--- src/rtl/div_pkg.sv ---
// Shared encodings for the iterative divider: operation codes, FSM states and
// the iteration counter width helper.
package div_pkg;

    typedef enum logic [1:0] {
        DIV_S = 2'b00,
        DIV_U = 2'b01,
        REM_S = 2'b10,
        REM_U = 2'b11
    } div_op_e;

    typedef enum logic [1:0] {
        IDLE = 2'b00,
        CALC = 2'b01,
        DONE = 2'b10
    } div_state_e;

    // Counter has to hold the value BUS_WIDTH itself, hence the extra bit.
    function automatic int cnt_width(input int bus_width);
        return $clog2(bus_width) + 1;
    endfunction

    function automatic logic op_is_signed(input logic [1:0] op);
        return (op == DIV_S) || (op == REM_S);
    endfunction

    function automatic logic op_is_rem(input logic [1:0] op);
        return (op == REM_S) || (op == REM_U);
    endfunction

endpackage

--- src/rtl/div_sign_fix.sv ---
// Operand magnitude extraction before the divide and sign restoration of the
// raw quotient/remainder afterwards. Purely combinational.
module div_sign_fix #(
    parameter int W = 64
) (
    input  logic         is_signed,
    input  logic [W-1:0] dividend,
    input  logic [W-1:0] divisor,
    output logic [W-1:0] dvd_mag,
    output logic [W-1:0] dsr_mag,
    output logic         quo_neg,
    output logic         rem_neg,
    input  logic         quo_neg_q,
    input  logic         rem_neg_q,
    input  logic [W-1:0] quo_raw,
    input  logic [W-1:0] rem_raw,
    output logic [W-1:0] quo_fix,
    output logic [W-1:0] rem_fix
);

    logic dvd_neg;
    logic dsr_neg;

    assign dvd_neg = is_signed & dividend[W-1];
    assign dsr_neg = is_signed & divisor[W-1];

    assign dvd_mag = dvd_neg ? (~dividend + 1'b1) : dividend;
    assign dsr_mag = dsr_neg ? (~divisor + 1'b1) : divisor;

    // Remainder follows the dividend's sign; quotient is negative when signs differ.
    assign quo_neg = dvd_neg ^ dsr_neg;
    assign rem_neg = dvd_neg;

    assign quo_fix = quo_neg_q ? (~quo_raw + 1'b1) : quo_raw;
    assign rem_fix = rem_neg_q ? (~rem_raw + 1'b1) : rem_raw;

endmodule

--- src/rtl/iter_div_unit.sv ---
// Radix-2 restoring divider for DIV/DIVU/REM/REMU: one quotient bit per cycle,
// with divide-by-zero and signed overflow resolved without iterating.
module iter_div_unit
    import div_pkg::*;
#(
    parameter int BUS_WIDTH = 64,
    parameter int OP_WIDTH  = 2
) (
    input  logic                 clk,
    input  logic                 rst,
    input  logic                 start,
    input  logic [OP_WIDTH-1:0]  div_op,
    input  logic [BUS_WIDTH-1:0] dividend,
    input  logic [BUS_WIDTH-1:0] divisor,
    input  logic                 flush,
    output logic                 div_stall,
    output logic                 valid,
    output logic [BUS_WIDTH-1:0] result
);

    localparam int CNT_W = cnt_width(BUS_WIDTH);
    localparam logic [BUS_WIDTH-1:0] MIN_INT = {1'b1, {(BUS_WIDTH-1){1'b0}}};

    // Handshake: start is honoured only in IDLE and carries valid operands that
    // cycle; div_stall holds the issuing stage until the result cycle; valid is a
    // one-cycle pulse during which result must be captured (there is no ready).
    div_state_e state, state_nxt;

    logic [OP_WIDTH-1:0]  op_q;
    logic [BUS_WIDTH:0]   rem_q;
    logic [BUS_WIDTH-1:0] quo_q;
    logic [BUS_WIDTH-1:0] dsr_q;
    logic                 quo_neg_q;
    logic                 rem_neg_q;
    logic [CNT_W-1:0]     cnt_q;
    logic [BUS_WIDTH-1:0] result_q;

    logic                 in_signed;
    logic                 div_by_zero;
    logic                 overflow;
    logic                 special;
    logic                 accept;
    logic                 last_step;

    logic [BUS_WIDTH:0]   shifted;
    logic                 fits;
    logic [BUS_WIDTH:0]   rem_step;
    logic [BUS_WIDTH-1:0] quo_step;

    logic [BUS_WIDTH-1:0] dvd_mag;
    logic [BUS_WIDTH-1:0] dsr_mag;
    logic                 quo_neg;
    logic                 rem_neg;
    logic [BUS_WIDTH-1:0] quo_fix;
    logic [BUS_WIDTH-1:0] rem_fix;

    // The partial remainder stays below the divisor, so its top bit is always 0.
    logic unused_rem_msb;
    assign unused_rem_msb = rem_q[BUS_WIDTH];

    assign in_signed   = op_is_signed(div_op);
    assign div_by_zero = (divisor == '0);
    assign overflow    = in_signed && (dividend == MIN_INT) && (divisor == '1);
    assign special     = div_by_zero || overflow;
    assign accept      = (state == IDLE) && start && !flush;
    assign last_step   = (state == CALC) && (cnt_q == CNT_W'(1));

    div_sign_fix #(.W(BUS_WIDTH)) u_sign_fix (
        .is_signed (in_signed),
        .dividend  (dividend),
        .divisor   (divisor),
        .dvd_mag   (dvd_mag),
        .dsr_mag   (dsr_mag),
        .quo_neg   (quo_neg),
        .rem_neg   (rem_neg),
        .quo_neg_q (quo_neg_q),
        .rem_neg_q (rem_neg_q),
        .quo_raw   (quo_step),
        .rem_raw   (rem_step[BUS_WIDTH-1:0]),
        .quo_fix   (quo_fix),
        .rem_fix   (rem_fix)
    );

    always_comb begin
        shifted  = {rem_q[BUS_WIDTH-1:0], quo_q[BUS_WIDTH-1]};
        fits     = (shifted >= {1'b0, dsr_q});
        rem_step = fits ? (shifted - {1'b0, dsr_q}) : shifted;
        quo_step = {quo_q[BUS_WIDTH-2:0], fits};
    end

    always_ff @(posedge clk) begin
        if (rst) begin
            state <= IDLE;
        end else begin
            state <= state_nxt;
        end
    end

    always_comb begin
        state_nxt = state;
        case (state)
            IDLE: if (start) state_nxt = special ? DONE : CALC;
            CALC: if (cnt_q == CNT_W'(1)) state_nxt = DONE;
            DONE: state_nxt = IDLE;
            default: state_nxt = IDLE;
        endcase
        if (flush) state_nxt = IDLE;
    end

    always_ff @(posedge clk) begin
        if (rst) begin
            op_q      <= '0;
            rem_q     <= '0;
            quo_q     <= '0;
            dsr_q     <= '0;
            quo_neg_q <= 1'b0;
            rem_neg_q <= 1'b0;
            cnt_q     <= '0;
            result_q  <= '0;
        end else if (accept) begin
            op_q <= div_op;
            if (div_by_zero) begin
                result_q <= op_is_rem(div_op) ? dividend : '1;
            end else if (overflow) begin
                result_q <= op_is_rem(div_op) ? '0 : MIN_INT;
            end else begin
                rem_q     <= '0;
                quo_q     <= dvd_mag;
                dsr_q     <= dsr_mag;
                quo_neg_q <= quo_neg;
                rem_neg_q <= rem_neg;
                cnt_q     <= CNT_W'(BUS_WIDTH);
            end
        end else if ((state == CALC) && !flush) begin
            rem_q <= rem_step;
            quo_q <= quo_step;
            cnt_q <= cnt_q - CNT_W'(1);
            if (last_step) begin
                result_q <= op_is_rem(op_q) ? rem_fix : quo_fix;
            end
        end
    end

    assign div_stall = ((state == IDLE) && start) || (state == CALC);
    assign valid     = (state == DONE);
    assign result    = result_q;

endmodule
--- config.mk ---
export PLATFORM = sky130hd
export DESIGN_NAME = iter_div_unit
export DESIGN_NICKNAME = d
export VERILOG_FILES = /design/src/rtl/div_pkg.sv /design/src/rtl/div_sign_fix.sv /design/src/rtl/iter_div_unit.sv
export SDC_FILE = /design/constraint.sdc
export NUM_CORES = 1
export LEC_CHECK = 0
export BUFFER_PORTS_ARGS = -buffer_cell sky130_fd_sc_hd__buf_2
export CAP_MARGIN = 20
export CORE_MARGIN = 5
export CORE_UTILIZATION = 50
export DETAILED_ROUTE_END_ITERATION = 6
export PLACE_DENSITY = 0.69
export SLEW_MARGIN = 40
export SYNTH_ARGS = -nofsm -noshare
export SYNTH_HDL_FRONTEND = slang
export SYNTH_SLANG_ARGS = --single-unit
--- constraint.sdc ---
create_clock -name clk -period 8.8 [get_ports clk]
set_input_delay 1.32 -clock clk [delete_from_list [all_inputs] [get_ports clk]]
set_output_delay 1.32 -clock clk [all_outputs]
set_load 0.02 [all_outputs]
# Yosys cells after proc, flatten, opt, wreduce, memory -nomap -nowiden

Index checks and enable logic that the tools add are counted.

Register bits after elaboration: 269
Bits of input ports: 134
Output and inout bits: 66
Logic and storage cells: 90

$add $sub $neg: 6
Order comparisons: 1
Equal/unequal tests: 14
Mux-type cells: 29
Bitwise operators: 9
Reduce and logical (&&, ||, !) cells: 22

Operators with widths:

| operator                | number |
|---|---|
| $mux W64                | 21 |
| $add A64 B1 Y64 const B | 4 |
| $not A64 Y64            | 4 |
| $eq A64 B64 Y1 const B  | 2 |
| $ge A65 B64 Y1          | 1 |
| $logic_not A64 Y1       | 1 |
| $sub A64 B64 Y64        | 1 |
| $mux W7                 | 4 |
| $eq A2 B2 Y1 const B    | 5 |
| $reduce_and A3 Y1       | 3 |
| $eq A7 B1 Y1 const B    | 1 |
| $sub A7 B1 Y7 const B   | 1 |
| $logic_and A1 B1 Y1     | 6 |
| $mux W2                 | 3 |
| $ne A2 B2 Y1 const B    | 3 |
| $logic_or A1 B1 Y1      | 5 |
| $logic_not A2 Y1        | 2 |
| $pmux W2 S2             | 1 |
| $reduce_bool A2 Y1      | 2 |
| $ne A3 B3 Y1 const B    | 1 |
| $and A1 B1 Y1           | 2 |
| $eq A2 B1 Y1 const B    | 1 |
| $ne A2 B1 Y1 const B    | 1 |
| $not A1 Y1              | 2 |
| 4 further kinds         | 4 |

# Logic depth before layout (Yosys ltp)

Word-level depth: 9
Depth in mapped cells: 28

# By module

A second synthesis with hierarchy kept.

Cell total of the unflattened synthesis: 3,054
Area total of the unflattened synthesis: 22,231.3 um^2

Modules (own cells, without submodules):

| module        | instances | cells each | area an instance (um^2) | sequential area each (um^2) |
|---|---|---|---|---|
| iter_div_unit | 1         | 2,180      | 16,470.8                | 5,365.1 |
| div_sign_fix  | 1         | 874        | 5,760.5                 | 0.0 |

# Worst setup path before layout

Ideal clock, no wire load.

Path kind: flip-flop to flip-flop
Start point: register rem_q[7]
End point: register result_q[62], in the netlist result[62]
Library setup time: 0.087 ns
Data arrival time: 6.185 ns
Path slack: 2.528 ns
Cell stages (with the launch flop): 27
Buffers on the path: 6
Period minus slack after synthesis: 6.272 ns
Cell sequence: dfxtp_1 ha_1 clkbuf_1 nand4_1 a211oi_4 o2111a_2 o211ai_4 nand2_4 buf_2 buf_2 buf_2 buf_2 buf_1 nand2_1 o21ai_0 ha_1 inv_1 nor3_1 and4_1 nor4b_1 mux2i_1 nor3_4 nand4_2 nor4b_4 nor3b_1 mux2_1 o31ai_1

Word-level cells in the longest chain between the ends: 9

RTL lines:

| what                                               | line                                     | text |
|---|---|---|
| start: declaration                                 | iter_div_unit.sv:30                      | `logic [BUS_WIDTH:0] rem_q;` |
| start signal: assignment                           | iter_div_unit.sv:135                     | `rem_q <= rem_step;` |
| $sub A64 B64 Y64 or $ge A65 B64 Y1 (tied branches) | iter_div_unit.sv:87, iter_div_unit.sv:86 |  |
| $mux W64                                           | iter_div_unit.sv:87                      | `rem_step = fits ? (shifted - {1'b0, dsr_q}) : shifted;` |
| $not A64 Y64                                       | div_sign_fix.sv:35                       | `assign rem_fix = rem_neg_q ? (~rem_raw + 1'b1) : rem_raw;` |
| $add A64 B1 Y64                                    | div_sign_fix.sv:35                       |  |
| $mux W64                                           | div_sign_fix.sv:35                       |  |
| $mux W64 (*)                                       | iter_div_unit.sv:139                     | `result_q <= op_is_rem(op_q) ? rem_fix : quo_fix;` |
| $mux W64 (*)                                       | iter_div_unit.sv:138                     | `if (last_step) begin` |
| $mux W64 (*)                                       | iter_div_unit.sv:134                     | `end else if ((state == CALC) && !flush) begin` |
| $mux W64 (*)                                       | iter_div_unit.sv:120                     | `end else if (accept) begin` |
| end signal: assignment                             | iter_div_unit.sv:123                     | `result_q <= op_is_rem(div_op) ? dividend : '1;` |
| end signal: assignment                             | iter_div_unit.sv:125                     | `result_q <= op_is_rem(div_op) ? '0 : MIN_INT;` |
| end signal: assignment                             | iter_div_unit.sv:139                     |  |
| end: declaration                                   | iter_div_unit.sv:36                      | `logic [BUS_WIDTH-1:0] result_q;` |

Every way passes the cells marked *; elsewhere a longest branch is shown, timed or not. The select of a mux whose other input is x is not followed.
A chain may end at the register's enable or synchronous reset.

# Worst setup path in the final report

Start point: register rem_q[19]
End point: register result_q[62], in the netlist result[62]

The elaborated chain is that of the path after synthesis.

==> impl_summary.txt <==
----------------------------------------------------
[Finish]
  Final non-filler cell area ... approximately 26000 µm²
  Final core occ ... 55.4%
  Filler Cells Inserted ... 4543
  Non-filler instance count after layout ... 3985
  Layout cells sized above 1 ... 10.8%
  Area occupied by multi-input gates ... 16900 µm²
  Area added between synthesis and finish ... 9.88%
  Footprint of the flip-flops and latches ... ~5400 µm²
  Post-layout net count ... 3562

[Global route]
  Pin count of the biggest net entering global routing ... 138
  First-pass GRT wire length ... 147 mm
  Antenna violations before repair ... 2
  Vias in the first global route ... ~25000
  Total global-route track usage ... 36.2%
  Congestion Overflow GR ... 0

[Synthesis]
  XOR/XNOR Fraction of Synth Area ... 10.2%
  Portion of synthesized cell area occupied by the leading cell type ... 22.8%
  List of most frequent post-synthesis cells ... sky130_fd_sc_hd__nor2_1, sky130_fd_sc_hd__nand2_1, sky130_fd_sc_hd__dfxtp_1, sky130_fd_sc_hd__a21oi_1, sky130_fd_sc_hd__o21ai_0
  Number of warnings printed during yosys synthesis ... 0
  Synthesized area per cell ... a little over 7 µm²
  Mux share of post-synthesis cell area ... about 2.2%
  Post-synthesis instance total ... approximately 3300
  Unique masters post-synth ... 104
  Post-synthesis register bit count ... ~270
  Register area share after synthesis ... 22.8%
  Synthesized area ... 23500 µm²
  Fraction of the mapped netlist area in adder cells ... 3.87%
  Simple-gate share of the synthesized area ... 25.0%
  Number of nets produced by synthesis ... 3522
  Most common cell in the netlist ... sky130_fd_sc_hd__nor2_1
  Synthesized-area fraction occupied by ao, oa, aoi and oai cells ... 30.1%
  Fraction of registers with async set/reset ... 0%
  Synth area leaders ... sky130_fd_sc_hd__dfxtp_1, sky130_fd_sc_hd__nor2_1, sky130_fd_sc_hd__xnor2_1
  Main combinational cell family by area after synthesis ... compound AO/OA/AOI/OAI gates
  Main synth FF type ... sky130_fd_sc_hd__dfxtp_1
  EDFF count, synth ... 0
  Leading area contributor after synthesis ... sky130_fd_sc_hd__dfxtp_1

[Floorplanning]
  # IOs ... 200
  Starting Density ... roughly half
  Overall die width ... 227 µm
  Core outline area ... 46600 µm²
  Vert. Die Dim ... 227 µm
  Standard-cell rows ... 79
  Full die area ... roughly 50000 µm²

[Run status]
  Status ... finished, final reports clean

[Route]
  Drt pass-1 iters ... 6
  Routed vias ... 26700
  WL final ... 97.6 mm
  Average vias per placed instance ... 6.69
  Drt wl/cell ... 24.5 µm
  Number of DRC violations after detailed routing ... 0
  DRC marker count from the first detailed-route iteration ... 3085
  Residual antenna-violating net count after detailed routing ... 0

[Min path]
  Worst hold-check path type ... reg -> reg

[CTS]
  Count of instances resized after the clock tree is built ... 0
  TritonCTS Sinks ... ~270
  Clock tree from TritonCTS ... built
  Number of buffers added by the clock tree synthesis step ... 34
  CTS HTree Levels ... 2
  Bufs on Longest Clock Path ... 3
  Clock edge transition at the registers on the reported setup and hold paths ... 0.06 ns
  Clock insertion delay at the later pin of the skew report ... 0.57 ns
  Post-CTS setup buffer count ... 0
  Hold-fix buffer count after cts ... 0
  Clock Tree Root ... sky130_fd_sc_hd__clkbuf_16

[Placement]
  Count of input and output buffers ... roughly 200
  # placed instances ... 3927
  DP Wirelength ... 73.9 mm
  Area after detailed placement ... 24700 µm²
  Final Wtd Congestion ... 1.02

[Power]
  Static Leak ... 10.1 nW
  Total power ... 0.00355 W
  Ratio of total power to cell area ... between 100 and 150 nW/µm²
  Largest voltage drop on the vdd net ... 0.191 mV

[Timing]
  Total negative slack for setup checks ... 0 ns
  Final setup violation count ... 0
  Setup repair after global routing missed its margin ... false
  Final Hold Viols ... 0
  Share of the cycle needed by the critical path after routing ... between 70 and 80%
  Final critical path time including I/O delays and setup ... 6.75 ns
  Least-Margin Pin Slew ... 0.896 ns
  Max Clock Freq ... roughly 150 MHz
  Worst setup skew after layout ... roughly 0.023 ns
  Number of max-slew violations in the final report ... 0
  Relative slew slack ... about two fifths

[Setup path]
  Largest stage delay on the critical path ... between 0.6 and 0.7 ns
  Category of the worst setup path capture point ... flip-flop
  Sort of element at the start of the critical path ... flip-flop
  Slowest cell on the critical path ... sky130_fd_sc_hd__o211ai_4
  Critical path type ... reg -> reg
  Largest fanout on the critical path ... 29
  CP cell instances ... ha_1 > a21oi_1 > o21ai_0 > a221oi_1 > o21ai_1 > o211ai_4 > nand2_4 > o21ai_0 > ha_1 > inv_1 > nor3_1 > and4_1 > nor4b_1 > mux2i_1 > nor3_4 > buf_4 > nand4_2 > nor4b_4 > nor3b_1 > mux2_1 > o31ai_1
  Worst EP required ... 9.27 ns
  Arrival time at the worst endpoint ... 7.23 ns

[Run]
  Number of violations of the max-capacitance limit ... 0

----------------------------------------------------
-- cell families (layout without fill, tap and decap cells) --
logic type,after synthesis,in the layout
adder cells (fa/ha/maj),72,72
other,0,3
multiplexers,50,50
buffers and inverters,345,404
XOR/XNOR,273,273
AND/OR/NAND/NOR,1266,1266
flip-flops,268,268
AO/OA/AOI/OAI,1042,1042
-- final timing paths --
| kind | start | to | slack [ns] | cells after the start |
|---|---|---|---|---|
| max | rem_q[19] | result[62] | 2.05 | 21 |
| min | dsr_q[57] | dsr_q[57] | 0.45 | 2 |
| max reg2reg | rem_q[19] | result[62] | 2.05 | 21 |
| min reg2reg | dsr_q[57] | dsr_q[57] | 0.45 | 2 |
-- sequential cells by signal, summed over array words and instances (netlist names) --
signal     flops
cnt_q          7
result        64
quo_neg_q      1
state          2
op_q           1
rem_q         64
dsr_q         64
rem_neg_q      1
quo_q         64
-- power by group --
| part | internal [W] | leakage (nW) | switching, W |
|---|---|---|---|
| combinational | 0.000287 | 7.38 | 0.000610 |
| sequential | 0.00126 | 2.18 | 0.0000385 |
| clock | 0.000776 | 0.494 | 0.000582 |
-- cells in the final DEF (no fill, tap or decap), types with 106 or more instances in the layout --
cell,n
sky130_fd_sc_hd__xnor2_1,142
sky130_fd_sc_hd__xor2_1,131
sky130_fd_sc_hd__inv_1,106
sky130_fd_sc_hd__nor3_1,116
sky130_fd_sc_hd__dfxtp_1,266
sky130_fd_sc_hd__o21ai_0,201
sky130_fd_sc_hd__nor2_1,518
sky130_fd_sc_hd__a21oi_1,231
sky130_fd_sc_hd__nand2_1,272
sky130_fd_sc_hd__buf_2,198
-- stage by stage --
| stage | hold slack [ns] | worst slack [ns] |
|---|---|---|
| after floorplan | 0.432 | 2.53 |
| after CTS | 0.456 | 2.18 |
| after detailed placement | 0.448 | 2.18 |
| after global placement | 0.445 | 2.31 |
| after global routing | 0.474 | 1.64 |
| final | 0.453 | 2.05 |
-- worst max-delay path: cells and delay by family, from the launching register on --
family | cells | cell delay (ns)
DFF | 1 | 0.33
muxes | 2 | 0.68
buffers and inverters | 2 | 0.27
adders and majority gates | 2 | 0.72
AOI/OAI and AO/OA | 7 | 2.49
and+or+nand+nor | 8 | 2.17
-- routing by layer --
layer	up-vias	track usage (%)	share of wire (%)
met2	1392	59.4	46
met1	12700	46.9	40
met4	0	15.9	5.4
met3	285	6.37	8.4
li1	12300	-	-
met5	-	0	0
-- layout make-up --
class	instances	share of cell area [%]
antenna	3	0.0291
clock buffer	48	3.66
clock inverter	7	0.325
inverter	109	1.59
multi-input combinational	2703	65.4
sequential	268	20.8
tap	607	2.94
timing repair buffer	240	5.28
No activity file was read; power rests on OpenSTA's default activity.
